## src/rtl/moving_rect.sv

```systemverilog
// moving_rect: a rectangle that drifts left at a fixed speed and falls under
// gravity, with an optional flap impulse. Position updates once per frame
// strobe. Edges are driven combinationally from the stored centre.
// Optional feature: define MOVING_RECT_WRAP_EN to make the rectangle wrap to
// the right edge when it reaches the left edge. Without it, the rectangle
// clamps at the left edge and o_wrap is always 0.
module moving_rect #(
    parameter int X_SIZE   = 16,
    parameter int Y_SIZE   = 16,
    parameter int IX       = 320,
    parameter int IY       = 240,
    parameter int D_WIDTH  = 640,
    parameter int D_HEIGHT = 480,
    parameter int X_SPEED  = 2,
    parameter int GRAVITY  = 1,
    parameter int FLAP_VY  = -8,
    parameter int VY_MAX   = 8
) (
    input  logic        i_clk,
    input  logic        i_rst,
    input  logic        i_animate,
    input  logic        i_flap,
    input  logic        i_freeze,
    output logic [11:0] o_x1,
    output logic [11:0] o_x2,
    output logic [11:0] o_y1,
    output logic [11:0] o_y2,
    output logic        o_wrap,
    output logic        o_ground
);

    localparam logic signed [12:0] XS_S    = 13'(X_SIZE);
    localparam logic signed [12:0] YS_S    = 13'(Y_SIZE);
    localparam logic signed [12:0] YBOT_S  = 13'(D_HEIGHT - Y_SIZE);
    localparam logic signed [12:0] XSPD_S  = 13'(X_SPEED);
    localparam logic signed [12:0] GRAV_S  = 13'(GRAVITY);
    localparam logic signed [12:0] FLAP_S  = 13'(FLAP_VY);
    localparam logic signed [12:0] VYMAX_S = 13'(VY_MAX);

    logic [11:0]        x, y;
    logic signed [11:0] vy;
    logic               flap_pend;
    logic               wrap_q, ground_q;

    logic               frame, take_flap;
    logic signed [12:0] vy_g, vy_n, y_t, x_t;
    logic [11:0]        x_nx, y_nx;
    logic signed [11:0] vy_nx;
    logic               wrap_nx, ground_nx;

    // Next-frame position, velocity and status, all in 13-bit signed
    always_comb begin
        frame     = i_animate & ~i_freeze;
        take_flap = flap_pend | i_flap;

        vy_g = {vy[11], vy} + GRAV_S;
        if (take_flap)
            vy_n = FLAP_S;
        else if (vy_g > VYMAX_S)
            vy_n = VYMAX_S;
        else
            vy_n = vy_g;

        y_t       = $signed({1'b0, y}) + vy_n;
        y_nx      = y_t[11:0];
        vy_nx     = vy_n[11:0];
        ground_nx = 1'b0;
        if (y_t < YS_S) begin
            y_nx  = YS_S[11:0];
            vy_nx = '0;
        end else if (y_t > YBOT_S) begin
            y_nx      = YBOT_S[11:0];
            vy_nx     = '0;
            ground_nx = 1'b1;
        end

        x_t     = $signed({1'b0, x}) - XSPD_S;
        x_nx    = x_t[11:0];
        wrap_nx = 1'b0;
        if (x_t < XS_S) begin
`ifdef MOVING_RECT_WRAP_EN
            x_nx    = 12'(D_WIDTH - X_SIZE);
            wrap_nx = 1'b1;
`else
            x_nx    = XS_S[11:0];
`endif
        end
    end

    // State register: flap requests latch any time, motion only on unfrozen frames
    always_ff @(posedge i_clk) begin
        if (i_rst) begin
            x         <= 12'(IX);
            y         <= 12'(IY);
            vy        <= '0;
            flap_pend <= 1'b0;
            wrap_q    <= 1'b0;
            ground_q  <= 1'b0;
        end else begin
            wrap_q <= 1'b0;
            if (i_flap)
                flap_pend <= 1'b1;
            if (frame) begin
                flap_pend <= 1'b0;
                x         <= x_nx;
                y         <= y_nx;
                vy        <= vy_nx;
                wrap_q    <= wrap_nx;
                ground_q  <= ground_nx;
            end
        end
    end

    assign o_x1     = x - 12'(X_SIZE);
    assign o_x2     = x + 12'(X_SIZE);
    assign o_y1     = y - 12'(Y_SIZE);
    assign o_y2     = y + 12'(Y_SIZE);
    assign o_wrap   = wrap_q;
    assign o_ground = ground_q;

endmodule

```

## config.mk

```make
export PLATFORM = sky130hd
export DESIGN_NAME = moving_rect
export DESIGN_NICKNAME = d
export VERILOG_FILES = /design/src/rtl/moving_rect.sv
export SDC_FILE = /design/constraint.sdc
export NUM_CORES = 1
export LEC_CHECK = 0
export ABC_AREA = 1
export BUFFER_PORTS_ARGS = -buffer_cell sky130_fd_sc_hd__buf_2
export CAP_MARGIN = 20
export CORE_MARGIN = 1
export CORE_UTILIZATION = 49
export DETAILED_ROUTE_END_ITERATION = 8
export GPL_TIMING_DRIVEN = 0
export HOLD_SLACK_MARGIN = 0.1
export PLACE_DENSITY = 0.68
export REMOVE_ABC_BUFFERS = 1
export SLEW_MARGIN = 20
export SYNTH_ARGS = -nofsm -noshare
export SYNTH_HDL_FRONTEND = slang
export SYNTH_SLANG_ARGS = --single-unit
```

## constraint.sdc

```tcl
create_clock -name i_clk -period 4.1 [get_ports i_clk]
set_clock_uncertainty 0.05 [all_clocks]
set_input_delay 0.82 -clock i_clk [delete_from_list [all_inputs] [get_ports i_clk]]
set_output_delay 0.82 -clock i_clk [all_outputs]
set_load 0.03 [all_outputs]
```

==> results of run 1 <==
## flip-flops by register name, summed over array words and instances (netlist names)
name	cells
o_ground	1
x	11
y	12
flap_pend	1
vy	12
## area by class of cell
type | instances | area, um^2
Clock buffer | 6 | 72.6
Clock inverter | 2 | 38.8
Fill cell | 686 | 2880
Inverter | 89 | 334
Multi-Input combinational cell | 445 | 2370
Sequential cell | 37 | 746
Tap cell | 96 | 120
Timing Repair Buffer | 58 | 308
## placed cells by master (no fill, tap or decap), types with 2 or more instances in the layout
cell type,instances
nor3_1,6
o21ai_0,15
nand2_2,7
o21ai_2,5
buf_4,7
a21oi_1,17
nor2_1,61
or2_2,2
nand2_1,205
nand4_1,9
inv_1,85
clkbuf_8,5
inv_2,2
nand3_4,2
nand3_1,32
buf_2,51
clkinv_1,2
nor2_4,3
conb_1,3
nand3b_1,5
xor2_1,29
nand2_4,4
dfxtp_1,35
nor2_2,3
o21ai_1,6
xnor2_1,2
ha_1,18
## metrics by stage
stage / util [%] / TNS, ps / area, um^2
5_1_grt: 58.1 / -323 / 3990
3_3_place_gp: 54.3 / -4300 / 3730
6_report: 58.1 / 0 / 3990
3_5_place_dp: 54.3 / -5410 / 3730
4_1_cts: 56.0 / 0 / 3850
2_1_floorplan: - / 0 / 3350
## logic make-up (layout without fill, tap and decap cells)
| kind of cell | Yosys count | count (layout) |
|---|---|---|
| xor gates and xnor gates | 32 | 32 |
| muxes | 1 | 1 |
| DFF | 37 | 37 |
| buffers and inverters | 118 | 155 |
| other | 1 | 3 |
| AOI/OAI and AO/OA | 47 | 47 |
| and+or+nand+nor | 340 | 341 |
| adders and majority gates | 21 | 21 |
## layer usage
| metal | GRT usage [%] | up-vias |
|---|---|---|
| met5 | 0 | - |
| met4 | 6.97 | 0 |
| met3 | 3.79 | 13 |
| met2 | 41.9 | 83 |
| met1 | 30.7 | 1636 |
| li1 | - | 1901 |
## power by group through the flow
| stage | logic [mW] | registers, mW | clock network (mW) |
|---|---|---|---|
| 2_1_floorplan | 0.335 | 0.438 | 0 |
| 3_3_place_gp | 0.463 | 0.415 | 0 |
| 3_5_place_dp | 0.470 | 0.415 | 0 |
| 4_1_cts | 0.475 | 0.407 | 0.328 |
| 5_1_grt | 0.568 | 0.411 | 0.342 |
| 6_report | 0.514 | 0.407 | 0.323 |
## critical path: stages, from the launching register on
cell and delay (ps):
dfxtp_4 360, ha_2 190, nand2_2 120, nor2_4 70, buf_4 130, nand2_1 50, nand2_1 50, nand2_1 90
nand2_1 60, nor2_1 80, nand3_1 120, nand2_4 120, nand3_1 100, inv_2 100, ha_4 150, inv_1 60
fa_2 520, inv_1 50, or2_2 260, or2_2 290, o21ai_1 140, nand2_1 110, nand3_4 110, nand2_4 100
nand2_8 120, nand2_1 60, nand2_1 90, nand2_1 50
## what timing repair did
| action | 4_1_cts | 5_1_grt |
|---|---|---|
| endpoints found under the setup margin | 6 | 22 |
| hold endpoints to repair | 0 | 0 |
| setup buffers | 0 | 7 |
| cloned | 0 | 1 |
| gates resized for setup | 2 | 22 |
| pin swaps | 0 | 6 |
## worst max path at each step
| stage | to | from |
|---|---|---|
| 2_1_floorplan | y[7] | i_flap |
| 3_3_place_gp | vy[8] | i_flap |
| 3_5_place_dp | vy[8] | i_flap |
| 4_1_cts | vy[1] | vy[0] |
| 5_1_grt | y[7] | vy[1] |
| 6_report | y[7] | vy[0] |
==> flow_summary_export.csv, run 1 <==
group,metric,value,unit
run_status,status,"complete, no violations",
yosys,synth-seq-cells,37,
yosys,synth_compound_area_share,7.40,%
yosys,postSynthAreaPerCell,5.92,um^2
sta,hold_violations,0,
setup_path,r2r_slack,220,ps
setup_path,rr_worst_depth,27,
sta,whs,403,ps
sta,post-route-period-util,94.7,%
final_layout,drive_gt1_share,16.2,%
hold_path,hold_class,"flop to flop",
route,wl,8680,um
cts,cts.sinks,37,
final_layout,layout.cells.non_filler,733,
setup_path,required,4250,ps
cts,htreeDepth,2,
hold_path,min_to,"o_ground",
route,via_per_inst,4.96,
yosys,yosys.area_share.simple,40.8,%
yosys,synth_top_family_by_area,"simple AND/OR/NAND/NOR gates",
yosys,synth_commonest_cells,"nand2_1 (206), inv_1 (86), nor2_1 (64), dfxtp_1 (37), nand3_1 (33)",
power_and_ir_drop,clockPowerShare,26.0,%
final_layout,n_antenna_cell,0,
yosys,yosysSeqAreaShare,21.0,%
power_and_ir_drop,p_per_area,312,nW/um^2
setup_path,endpoint_kind,"flop",
route,wl_met3,375,um
setup_path,crit_type,"flop to flop",
route,highest_layer,"met4",
yosys,synth-adder-area-share,7.65,%
route,wl_met1,4110,um
final_layout,fin_nets,662,
power_and_ir_drop,totalPowerFinal,1.24,mW
yosys,syn_inst,597,
yosys,synth-xor-area-share,7.93,%
global_routing,grt_pass1_wl,14400,um
global_routing,grt_pass1_vias,3215,
setup_path,r2r-start,"vy[0]",
cts,clk-insertion-delay-late,300,ps
yosys,synth.largest_area_cell,"nand2_1",
sta,slew_headroom,41.9,%
floorplanning,row_count,30,
setup_path,critPathMaxFanout,7,
cts,cts_tree,"done",
floorplanning,dieArea,7560,um^2
yosys,synth_mux_area_share,0.319,%
route,drt_iter0_drc,188,
floorplanning,start_util,51.5,%
hold_path,min_path_cells,2,
setup_path,timing.rr.end,"y[7]",
route,met2_length,4080,um
power_and_ir_drop,sequentialPowerShare,32.7,%
power_and_ir_drop,p_leak,2.12,nW
power_and_ir_drop,irDropWorstVdd,0.000279,V
yosys,synth_area_leaders,"nand2_1 (22%), dfxtp_1 (21%), inv_1 (9.1%), xor2_1 (7.4%), ha_1 (7.1%)",
placement,place_ws,-388,ps
floorplanning,die_x,86.9,um
global_routing,grt_max_degree,21,
placement,routabilityCongestion,0.849,
yosys,netlist_area,3530,um^2
route,drc,0,
final_layout,syn_to_final_growth,12.9,%
sta,slew_violations,0,
sta,tightest_slew,870,ps
power_and_ir_drop,p_sw_share,41.8,%
sta,setup_viol,0,
setup_path,start_kind,"flop",
route,first_pass_iters,4,
sta,period_minus_slack,3880,ps
yosys,ys_types,33,
yosys,synth_top_area_share,21.9,%
placement,dp.cells,717,
route,routed-via-count,3633,
power_and_ir_drop,p_comb_share,41.3,%
yosys,yosysWarnings,0,
placement,place_hpwl,6700,um
floorplanning,die_h,86.9,um
hold_path,hold_start,"o_ground",
placement,port_buffers,51,
global_routing,gr-total-overflow,0,
floorplanning,coreArea,6870,um^2
cts,clock_path_buffers,2,
yosys,synth_edf_count,0,
sta,setup_ws,219,ps
run,max_cap_viol_count,0,
cts,holdBufCountCts,0,
setup_path,worstPathArrival,4030,ps
route,antenna_left,0,
yosys,synth_most_common_cell,"nand2_1",
yosys,async_reset_ff_share,0,%
cts,path_clk_slew,80,ps
power_and_ir_drop,power.internal,0.724,mW
power_and_ir_drop,p_switching,0.520,mW
cts,numCtsBuffers,5,
cts,cts_root_buf,"clkbuf_8",
floorplanning,io_pins,55,
global_routing,grt_use_total,24.1,%
yosys,synth-main-ff-cell,"dfxtp_1",
sta,max_freq,258,MHz
route,routedWlPerCell,11.8,um
global_routing,antenna_found_initial,0,
No activity file was read; power rests on OpenSTA's default activity.
==> run 2, diff against run 1 <==
BUFFER_PORTS_ARGS = -buffer_cell sky130_fd_sc_hd__buf_4   (was -buffer_cell sky130_fd_sc_hd__buf_2)
CORE_UTILIZATION = 58   (was 49)
PLACE_DENSITY = 0.79   (was 0.68)
==> run 2 against run 1 <==
Effect of this change:
- sequential share of layout area fell by 0.65 points
- critical path depth decreased by 7
- global-route usage is 4.4 points higher
- via count increased by 1.9%
- sequential cell count stayed put
- core utilization rose by 12 points
- count of clock-buffer cells in the layout is 1 lower
- power rose by 3.2%
- die area down 15%
- non-clock buffer count is 2 higher
- combinational power rose by 6.0%
- critical path type is now primary input to flop
- critical endpoint is now vy[8]
==> flow_summary_export.csv, run 2 (same netlist as run 1, synthesis figures left out) <==
group,metric,value,unit
run_status,status,"complete, no violations",
cts,htreeDepth,2,
power_and_ir_drop,p_leak,2.16,nW
setup_path,critPathMaxFanout,16,
setup_path,endpoint_kind,"flop",
sta,slew_violations,0,
route,via_per_inst,5.18,
sta,post-route-period-util,96.7,%
final_layout,n_antenna_cell,0,
final_layout,fin_nets,664,
floorplanning,coreArea,5890,um^2
sta,slew_headroom,28.7,%
cts,cts.sinks,37,
floorplanning,die_x,80.1,um
global_routing,grt_max_degree,21,
global_routing,antenna_found_initial,0,
route,drc,0,
run,max_cap_viol_count,0,
cts,numCtsBuffers,5,
final_layout,final_cell_mix,"nand2_1 (205), inv_1 (85), nor2_1 (61), buf_4 (59), dfxtp_1 (35)",
sta,setup_viol,0,
final_layout,fin_area,4120,um^2
power_and_ir_drop,irDropWorstVdd,0.000307,V
floorplanning,dieArea,6410,um^2
floorplanning,row_count,28,
setup_path,cpPeakStageDelay,790,ps
final_layout,multi_input_area,2370,um^2
setup_path,timing.critical_path.buf_inv,5,
placement,placed_area,3830,um^2
global_routing,grt_pass1_wl,14400,um
final_layout,reg.largest.list,"vy: 12 flops, y: 12 flops, x: 11 flops",
hold_path,hold_class,"flop to flop",
route,first_pass_iters,5,
floorplanning,start_util,60.1,%
power_and_ir_drop,p_per_area,312,nW/um^2
final_layout,fill_cells,528,
sta,max_freq,252,MHz
floorplanning,die_h,80.1,um
sta,period_minus_slack,3960,ps
cts,clk-insertion-delay-late,300,ps
sta,hold_violations,0,
final_layout,final_util,70.0,%
cts,cts_root_buf,"clkbuf_8",
route,drt_iter0_drc,245,
setup_path,cp_top_family,"simple AND/OR/NAND/NOR gates",
final_layout,regArea,743,um^2
placement,place_ws,-365,ps
floorplanning,io_pins,55,
setup_path,path_common_cell,"nand2_1",
setup_path,path_cells,"buf_4, nor2_1, nand3_2, inv_2, ha_4, inv_1, fa_1, inv_1, nand3_1, nand2_2, buf_12, nand2_1, nand3b_1, nand2_1, nor2_1, nand3_2, a21oi_4, nor2_1, nand2_1, nand2_1",
placement,port_buffers,51,
sta,setup_ws,136,ps
cts,path_clk_slew,90,ps
global_routing,gr-total-overflow,0,
setup_path,crit_type,"primary input to flop",
setup_path,critPathSlowestCell,"nor2_1",
global_routing,grt_pass1_vias,3262,
placement,routabilityCongestion,0.897,
route,wl,9140,um
cts,holdBufCountCts,0,
power_and_ir_drop,totalPowerFinal,1.28,mW
setup_path,required,4260,ps
setup_path,start_kind,"primary input",
cts,clock_path_buffers,2,
route,routedWlPerCell,12.8,um
route,antenna_left,0,
setup_path,worstPathArrival,4120,ps
route,routed-via-count,3702,
cts,cts_tree,"done",
final_layout,layout_commonest_cell,"nand2_1",
sta,tightest_slew,1070,ps
final_layout,syn_to_final_growth,16.6,%
placement,place_hpwl,6810,um
global_routing,grt_use_total,28.5,%
final_layout,drive_gt1_share,16.7,%
==> run 2: cell types whose count changed in the layout (fill, tap and decap cells not counted), moves of 2 or more <==
cell / previous run / this run
buf_4: 7 / 59
nand3_2: 1 / 3
buf_2: 51 / 0
o21ai_1: 6 / 3
o21ai_0: 15 / 17
==> run 2: timing repair <==
item / CTS / global route
pin swaps: 0 / 11
endpoints found under the setup margin: 8 / 22
resized for setup: 2 / 18
gates cloned: 0 / 1
setup buffers: 0 / 9
==> run 2: path summary, 6_finish.rpt <==
path            start       end  slack (ps)  depth (start not counted)
max            i_flap     vy[8]         140                         20
min          o_ground  o_ground         410                          2
max reg2reg     vy[1]     vy[8]         180                         27
min reg2reg  o_ground  o_ground         410                          2
==> run 2: layout make-up <==
type | count | area share (%)
inverter | 89 | 8.11
tap | 75 | 2.28
clock buffer | 5 | 1.67
sequential | 37 | 18.0
timing repair buffer | 60 | 11.2
multi-input combinational | 445 | 57.5
clock inverter | 3 | 1.12
==> run 2: worst min-delay path, delay by kind of cell, from the launching register on <==
family,cells,cell delay [ps]
flip-flops,1,310
AND/OR/NAND/NOR,2,110
==> run 2: power breakdown <==
part | total, mW | leakage [nW] | internal [mW] | switching (mW)
registers | 0.409 | 0.302 | 0.379 | 0.0299
logic | 0.545 | 1.80 | 0.187 | 0.357
clock network | 0.330 | 0.0543 | 0.182 | 0.147
total | 1.28 | 2.16 | 0.749 | 0.535
==> run 2: routing by layer <==
| layer | share of wire, % | track usage (%) |
|---|---|---|
| met5 | 0 | 0 |
| met3 | 5.0 | 3.86 |
| met2 | 47 | 49.2 |
| met4 | 2.4 | 10.4 |
| met1 | 45 | 35.9 |
==> run 2: metrics by stage <==
step	instances	hold slack, ps	TNS, ps
5_1_grt	714	430	-852
6_report	714	413	0
3_5_place_dp	696	404	-5470
3_3_place_gp	696	391	-4020
2_1_floorplan	570	408	0
4_1_cts	704	417	0
==> run 3, diff against run 2 <==
CORE_UTILIZATION = 63   (was 58)
PLACE_DENSITY = 0.85   (was 0.79)
clock period = 5 ns   (was 4.1 ns; I/O delays follow)
==> run 3 against run 2 <==
Effect of this change:
- via count shrank 2.0%
- sequential cell count is the same
- critical path depth shrank 2
- worst hold slack gained 19 ps
- register-to-register slack gained 530 ps
- final cell count shrank 2.1%
- non-clock buffer count shrank 9
- final area shrank 4.3%
- wire length shrank 5.8%
==> flow_summary_export.csv, run 3 (same netlist as run 1, synthesis figures left out) <==
group,metric,value,unit
route,drt_iter0_drc,247,
setup_path,endpoint_kind,"flop",
cts,postCtsSetupBuffers,0,
sta,tightest_slew,941,ps
sta,slew_violations,0,
sta,setup_ws,543,ps
power_and_ir_drop,p_switching,0.426,mW
cts,cts.sinks,37,
placement,routabilityCongestion,0.907,
final_layout,final_cell_mix,"nand2_1 (206), inv_1 (86), nor2_1 (63), buf_4 (51), dfxtp_1 (37)",
route,wl,8610,um
power_and_ir_drop,p_sw_share,41.6,%
final_layout,fin_area,3940,um^2
cts,path_clk_slew,80,ps
setup_path,required,5150,ps
power_and_ir_drop,power.internal,0.598,mW
route,routed-via-count,3629,
cts,numCtsBuffers,5,
floorplanning,die_h,76.9,um
power_and_ir_drop,p_comb_share,40.4,%
sta,final.setup.tns,0,ps
sta,setup_viol,0,
power_and_ir_drop,p_per_area,260,nW/um^2
route,antenna_left,0,
setup_path,crit_type,"primary input to flop",
cts,clock_path_buffers,2,
run,max_cap_viol_count,0,
sta,max_freq,224,MHz
placement,port_buffers,51,
sta,hold_violations,0,
final_layout,fin_nets,654,
floorplanning,dieArea,5910,um^2
final_layout,reg.largest.list,"vy: 12 flops, y: 12 flops, x: 11 flops",
cts,htreeDepth,2,
power_and_ir_drop,sequentialPowerShare,32.7,%
placement,place_ws,375,ps
placement,place_hpwl,6650,um
setup_path,critPathMaxFanout,16,
global_routing,gr-total-overflow,0,
final_layout,drive_gt1_share,13.4,%
power_and_ir_drop,p_leak,2.10,nW
global_routing,antenna_found_initial,0,
route,via_per_inst,5.19,
final_layout,syn_to_final_growth,11.5,%
floorplanning,start_util,67.1,%
cts,clk-insertion-delay-late,310,ps
setup_path,critPathSlowestCell,"nor2_1",
cts,cts_resized,0,
setup_path,worstPathArrival,4610,ps
setup_path,path_common_cell,"nand2_1",
sta,post-route-period-util,89.1,%
setup_path,start_kind,"primary input",
placement,placed_area,3830,um^2
sta,period_minus_slack,4460,ps
setup_path,path_cells,"buf_4, nor2_1, nand3_1, inv_1, ha_1, inv_1, fa_1, inv_1, nand3_1, nand2_1, xor2_1, o21ai_0, nand2_1, nand3_1, a21oi_1, nor2_1, nand2_1, nand2_1",
power_and_ir_drop,clockPowerShare,26.9,%
power_and_ir_drop,irDropWorstVdd,0.000212,V
route,routedWlPerCell,12.3,um
sta,slew_headroom,37.0,%
cts,cts_tree,"done",
global_routing,grt_pass1_wl,14300,um
setup_path,cpPeakStageDelay,700,ps
final_layout,final_util,74.8,%
floorplanning,row_count,26,
cts,holdBufCountCts,0,
cts,cts_root_buf,"clkbuf_8",
route,drc,0,
global_routing,grt_use_total,29.8,%
sta,rsz0062_at_grt,"false",
placement,dp.cells,691,
global_routing,grt_max_degree,21,
floorplanning,coreArea,5270,um^2
run_status,status,"complete, no violations",
final_layout,layout.cells.non_filler,699,
global_routing,grt_pass1_vias,3297,
final_layout,layout_commonest_cell,"nand2_1",
hold_path,hold_class,"flop to flop",
final_layout,n_antenna_cell,0,
floorplanning,die_x,76.9,um
route,first_pass_iters,6,
floorplanning,io_pins,55,
## run 3: area by class of cell
type,instances,area [um^2]
Sequential cell,37,741
Fill cell,463,1330
Inverter,89,334
Timing Repair Buffer,51,383
Tap cell,70,87.6
Clock buffer,5,68.8
Clock inverter,3,46.3
Multi-Input combinational cell,444,2280
## run 3: critical path, delay by kind of cell
kind	cells	cell delay, ps
buffers and inverters	4	390
AOI/OAI and AO/OA	2	630
adders and majority gates	2	620
and+or+nand+nor	9	1630
xor gates and xnor gates	1	340
## run 3: worst paths after layout
| kind | endpoint | cells after the start | start | slack, ps |
|---|---|---|---|---|
| hold reg to reg | o_ground | 2 | o_ground | 430 |
| setup reg to reg | vy[4] | 25 | vy[0] | 710 |
| hold / removal | o_ground | 2 | o_ground | 430 |
| setup / recovery | vy[4] | 18 | i_flap | 540 |
## run 3: per-stage QoR
| step | hold slack [ps] | total power [mW] |
|---|---|---|
| global route | 451 | 1.08 |
| floorplan | 408 | 0.634 |
| detailed placement | 410 | 0.747 |
| global placement | 408 | 0.737 |
| finish | 432 | 1.02 |
| CTS | 431 | 1.02 |
## run 3: power groups by stage
stage	Clock, mW	Sequential, mW	Combinational [mW]
6_report	0.276	0.335	0.414
5_1_grt	0.286	0.337	0.456
4_1_cts	0.273	0.334	0.410
3_5_place_dp	0	0.341	0.406
3_3_place_gp	0	0.340	0.397
2_1_floorplan	0	0.359	0.275
## run 3: metal layers
| metal | track usage (%) | vias to the layer above | wire (um) |
|---|---|---|---|
| met1 | 34.7 | 1591 | 3810 |
| met3 | 6.55 | 28 | 558 |
| met2 | 51.8 | 124 | 3980 |
| met4 | 13.3 | 0 | 265 |
| li1 | - | 1886 | - |
| met5 | 0 | - | 0 |
